## src/rtl/sipo_loader.sv

```systemverilog
// Serial-in, parallel-out word assembler. It gathers WIDTH bits MSB first and
// pulses load for one cycle so a downstream parallel register can capture data_out.
module sipo_loader #(
  parameter int WIDTH = 8
) (
  input  logic             clk,
  input  logic             rst,
  input  logic             start,
  input  logic             abort,
  input  logic             ser_valid,
  input  logic             ser_in,
  output logic [WIDTH-1:0] data_out,
  output logic             load,
  output logic             busy
);

  localparam int CW = $clog2(WIDTH);
  localparam logic [CW-1:0] LAST_BIT = CW'(WIDTH - 1);

  typedef enum logic [1:0] {
    IDLE  = 2'd0,
    SHIFT = 2'd1,
    LOAD  = 2'd2
  } state_t;

  state_t           state_q, state_d;
  logic [WIDTH-1:0] shift_reg_q, shift_reg_d;
  logic [WIDTH-1:0] data_out_q, data_out_d;
  logic [CW-1:0]    bit_cnt_q, bit_cnt_d;
  logic             load_q, busy_q;

  always_comb begin
    state_d     = state_q;
    shift_reg_d = shift_reg_q;
    data_out_d  = data_out_q;
    bit_cnt_d   = bit_cnt_q;
    case (state_q)
      IDLE: begin
        if (start) begin
          state_d     = SHIFT;
          bit_cnt_d   = '0;
          shift_reg_d = '0;
        end
      end
      SHIFT: begin
        // Abort wins over a bit arriving in the same cycle.
        if (abort) begin
          state_d = IDLE;
        end else if (ser_valid) begin
          if (bit_cnt_q == LAST_BIT) begin
            data_out_d = {shift_reg_q[WIDTH-2:0], ser_in};
            state_d    = LOAD;
          end else begin
            shift_reg_d = {shift_reg_q[WIDTH-2:0], ser_in};
            bit_cnt_d   = bit_cnt_q + CW'(1);
          end
        end
      end
      LOAD:    state_d = IDLE;
      default: state_d = IDLE;
    endcase
  end

  // Outputs are registered from the next state so they match a Moore decode of state_q.
  always_ff @(posedge clk) begin
    if (rst) begin
      state_q     <= IDLE;
      shift_reg_q <= '0;
      data_out_q  <= '0;
      bit_cnt_q   <= '0;
      load_q      <= 1'b0;
      busy_q      <= 1'b0;
    end else begin
      state_q     <= state_d;
      shift_reg_q <= shift_reg_d;
      data_out_q  <= data_out_d;
      bit_cnt_q   <= bit_cnt_d;
      load_q      <= (state_d == LOAD);
      busy_q      <= (state_d != IDLE);
    end
  end

  assign data_out = data_out_q;
  assign load     = load_q;
  assign busy     = busy_q;

endmodule

```

## config.mk

```make
export PLATFORM = sky130hd
export DESIGN_NAME = sipo_loader
export DESIGN_NICKNAME = d
export VERILOG_FILES = /design/src/rtl/sipo_loader.sv
export SDC_FILE = /design/constraint.sdc
export NUM_CORES = 1
export LEC_CHECK = 0
export CAP_MARGIN = 20
export CORE_MARGIN = 4
export CORE_UTILIZATION = 49
export DETAILED_ROUTE_END_ITERATION = 10
export PLACE_DENSITY = 0.75
export SLEW_MARGIN = 0
export SYNTH_ARGS = -nofsm -noshare
export SYNTH_HDL_FRONTEND = slang
export SYNTH_SLANG_ARGS = --single-unit
```

## constraint.sdc

```tcl
create_clock -name clk -period 2.09 [get_ports clk]
set_input_delay 0.418 -clock clk [delete_from_list [all_inputs] [get_ports clk]]
set_output_delay 0.418 -clock clk [all_outputs]
set_load 0.005 [all_outputs]
```

==> results by group <==
Worst setup path
  • Worst EP required: 2.35 ns
  • Worst R2R End: shift_reg_q[3]$_SDFFE_PP0P_
  • Worst Path Buf+Inv: 0
  • Top delay family on crit path: simple AND/OR/NAND/NOR gates
  • CP Class: flip-flop to flip-flop
  • Crit path launch type: flip-flop
  • CP most frequent cell: ha_1
  • CP Cell Sequence: ha_1 > ha_1 > and4bb_4 > nor3b_4 > a22o_1
  • Slowest stage delay, CP: roughly 0.39 ns
  • Worst Setup End Kind: flip-flop
  • Worst Path Arrival: 1.97 ns
  • CP Max Fanout: 10
  • R2R depth: 5
  • R2r setup slk: 0.38 ns
  • Critical R2R Launch: bit_cnt_q[0]$_SDFFE_PP0P_
  • Origin of the worst setup path: bit_cnt_q[0]$_SDFFE_PP0P_
  • Slowest stage cell, crit path: nor3b_4

Timing
  • Fin. max-slew vios: 0
  • Worst-case clock skew: roughly 0.0011 ns
  • Fin crit period: around 1.7 ns
  • Fmax: 0.5837 GHz
  • RSZ-0062 raised after global routing: no
  • Final setup fails: 0
  • Final Hold Vio Count: 0
  • Period Utilization, post-route: 81.97%
  • Actual slew at the worst max-slew pin: 0.4283 ns
  • Relative slew slack: 71.44%
  • Setup TNS: 0 ns

GRT
  • Total grt overflow: 0
  • GRT Total Usage: between 10 and 15%
  • Vias in the first global route: between 500 and 600
  • Initial antenna violation count: 0
  • Most crowded layer after global routing: met2
  • Met1 usage: about 18%
  • Met3 Use GR: 3.846%
  • GR Util met2: a little over a fifth
  • First-pass GRT wire length: 2628 um
  • Largest net degree at the start of global routing: 21

Synth
  • Top cells by area, synth: dfxtp_1, nand2b_1, mux2i_1, a22o_1, ha_1
  • Cells after Synth: 77
  • Post-Syn Area: 872.1 um^2
  • Post-synthesis register bit count: 22
  • Yosys warns: 0
  • Most frequent cells after synthesis: dfxtp_1, nand2b_1, a22o_1, mux2i_1, nor3_1
  • Count leader, synth: dfxtp_1
  • Syn nets: 85
  • Distinct cells, synth: 19
  • Post-synthesis sequential area ratio: 50.50%
  • Average size of a mapped cell: about 11 um^2
  • Cell taking the most area after synthesis: dfxtp_1
  • EDFF count, synth: 0
  • Post-synth top area share: 50.50%
  • Synth Flop Type: dfxtp_1
  • Async SR Flop Fraction: 0%

Route
  • Initial DRT Pass Iterations: 4
  • DR iter-0 viols: 6
  • Via count: 591
  • Antenna Violating Nets Remaining: 0
  • # DRC: 0
  • Vias/cell: 4.966
  • Routed WL: 1501 um
  • Drt wl/cell: 12.61 um

Clocking
  • Post-CTS Hold Fix Bufs: 0
  • Post-cts resize count: 0
  • Clk pin slew, worst setup/hold paths: 0.12 ns
  • Clock Path Buffers: 2
  • CTS buffer count: 3
  • H-tree depth: 1
  • TritonCTS clock tree: done
  • Root Buffer: clkbuf_4
  • Number of setup buffers added after CTS: 0
  • Clk_lat worst skew: 0.31 ns
  • CTS sink cnt: 22

Worst hold path
  • Hold path depth: 2
  • Hold crit path type: flip-flop to flip-flop
  • Sink of the worst hold path: data_out[1]$_SDFFE_PP0P_
  • Hold_sp: data_out[1]$_SDFFE_PP0P_

Layout
  • Share of cells above drive strength 1: 9.474%
  • Register area: 440.4 um^2
  • Number of diodes: 0
  • Design Area, Final: 1091 um^2
  • Final #Nets: 104
  • Area Overhead vs Synth: 25.11%
  • Area of the multi-input gates: 415.4 um^2
  • # fillers: 122

Die
  • IO Count: 16
  • Die area: 2519 um^2
  • Core Area: 1594 um^2
  • Row count: 14
  • Die X: 50.19 um
  • Initial Utilization: about 55%
  • Die Y: between 50 and 60 um

Placement
  • Routability-driven placement congestion ratio: 0.7268
  • DPL Wire Length: 1150 um
  • Area post-placement: 1055 um^2
  • Buffers on Ports: 15

Pwr
  • Static Leak: 0.4274 nW
  • VDD IR max: 565.1 uV
  • Pwr Density: about 650 nW/um^2

Run status
  • Status: finished, final reports clean

Run
  • # Max-Cap Violations: 0
area by class of cell:
type                    count  area share, %
flip-flops and latches     22          40.37
multi-input cells          51          38.07
repair buffers             17          15.14
clock buffers               4          3.326
well taps                  24          2.752
inverters                   1         0.3440
worst reg2reg max path: stages, from the launching register on:
cell,delay (ns)
dfxtp_1,0.34
ha_1,0.20
ha_1,0.19
and4bb_4,0.33
nor3b_4,0.39
a22o_1,0.22
state kept, by name (all words and copies together) (netlist names):
signal	flops
state_q	2
bit_cnt_q	3
busy	1
load	1
shift_reg_q	7
data_out	8
worst max path at each step:
stage / slack, ns / end / cells past startpoint
3_5_place_dp: 0.19 / shift_reg_q[3]$_SDFFE_PP0P_ / 4
6_report: 0.38 / shift_reg_q[3]$_SDFFE_PP0P_ / 5
5_1_grt: 0.28 / shift_reg_q[3]$_SDFFE_PP0P_ / 5
4_1_cts: 0.36 / shift_reg_q[3]$_SDFFE_PP0P_ / 5
3_3_place_gp: 0.25 / shift_reg_q[6]$_SDFFE_PP0P_ / 4
2_1_floorplan: 0.55 / bit_cnt_q[1]$_SDFFE_PP0P_ / 5
metal layers:
metal	vias to the layer above	share of wire, %
li1	307	-
met1	270	50
met2	10	44
met3	4	4.5
met4	0	1.8
met5	-	0
layout by cell type (no fill, tap or decap), types with 2 or more instances in the layout:
cell / n
a22o_1: 9
buf_4: 2
clkbuf_4: 3
clkdlybuf4s50_1: 15
dfxtp_1: 22
ha_1: 2
mux2i_1: 8
nand2b_1: 18
nor2_1: 2
nor3_1: 3
per-stage QoR:
stage	power, mW	hold WS [ns]	setup slack (ns)	std cells	utilization [%]
floorplan	0.4592	0.4435	0.5543	77	-
global placement	0.4786	0.4576	0.2468	115	66.17
detailed placement	0.4794	0.4623	0.1878	115	66.17
CTS	0.7105	0.4823	0.3625	119	68.45
global route	0.7301	0.5117	0.2770	119	68.45
finish	0.7051	0.4792	0.3768	119	68.45
report_power, final:
group	total (mW)	internal [mW]	switching, mW
registers	0.426	0.423	0.00262
logic	0.0445	0.0249	0.0195
clock network	0.235	0.106	0.129
logic make-up (layout without fill, tap and decap cells):
group / count (synthesis) / in the layout / synth area share (%)
adder cells (fa/ha/maj): 2 / 2 / 2.869
flip-flops: 22 / 22 / 50.50
AND/OR/NAND/NOR: 28 / 28 / 21.52
multiplexers: 9 / 9 / 10.47
AO/OA/AOI/OAI: 12 / 12 / 12.77
buffers and inverters: 4 / 22 / 1.864
Power figures use the tool's default switching activity.
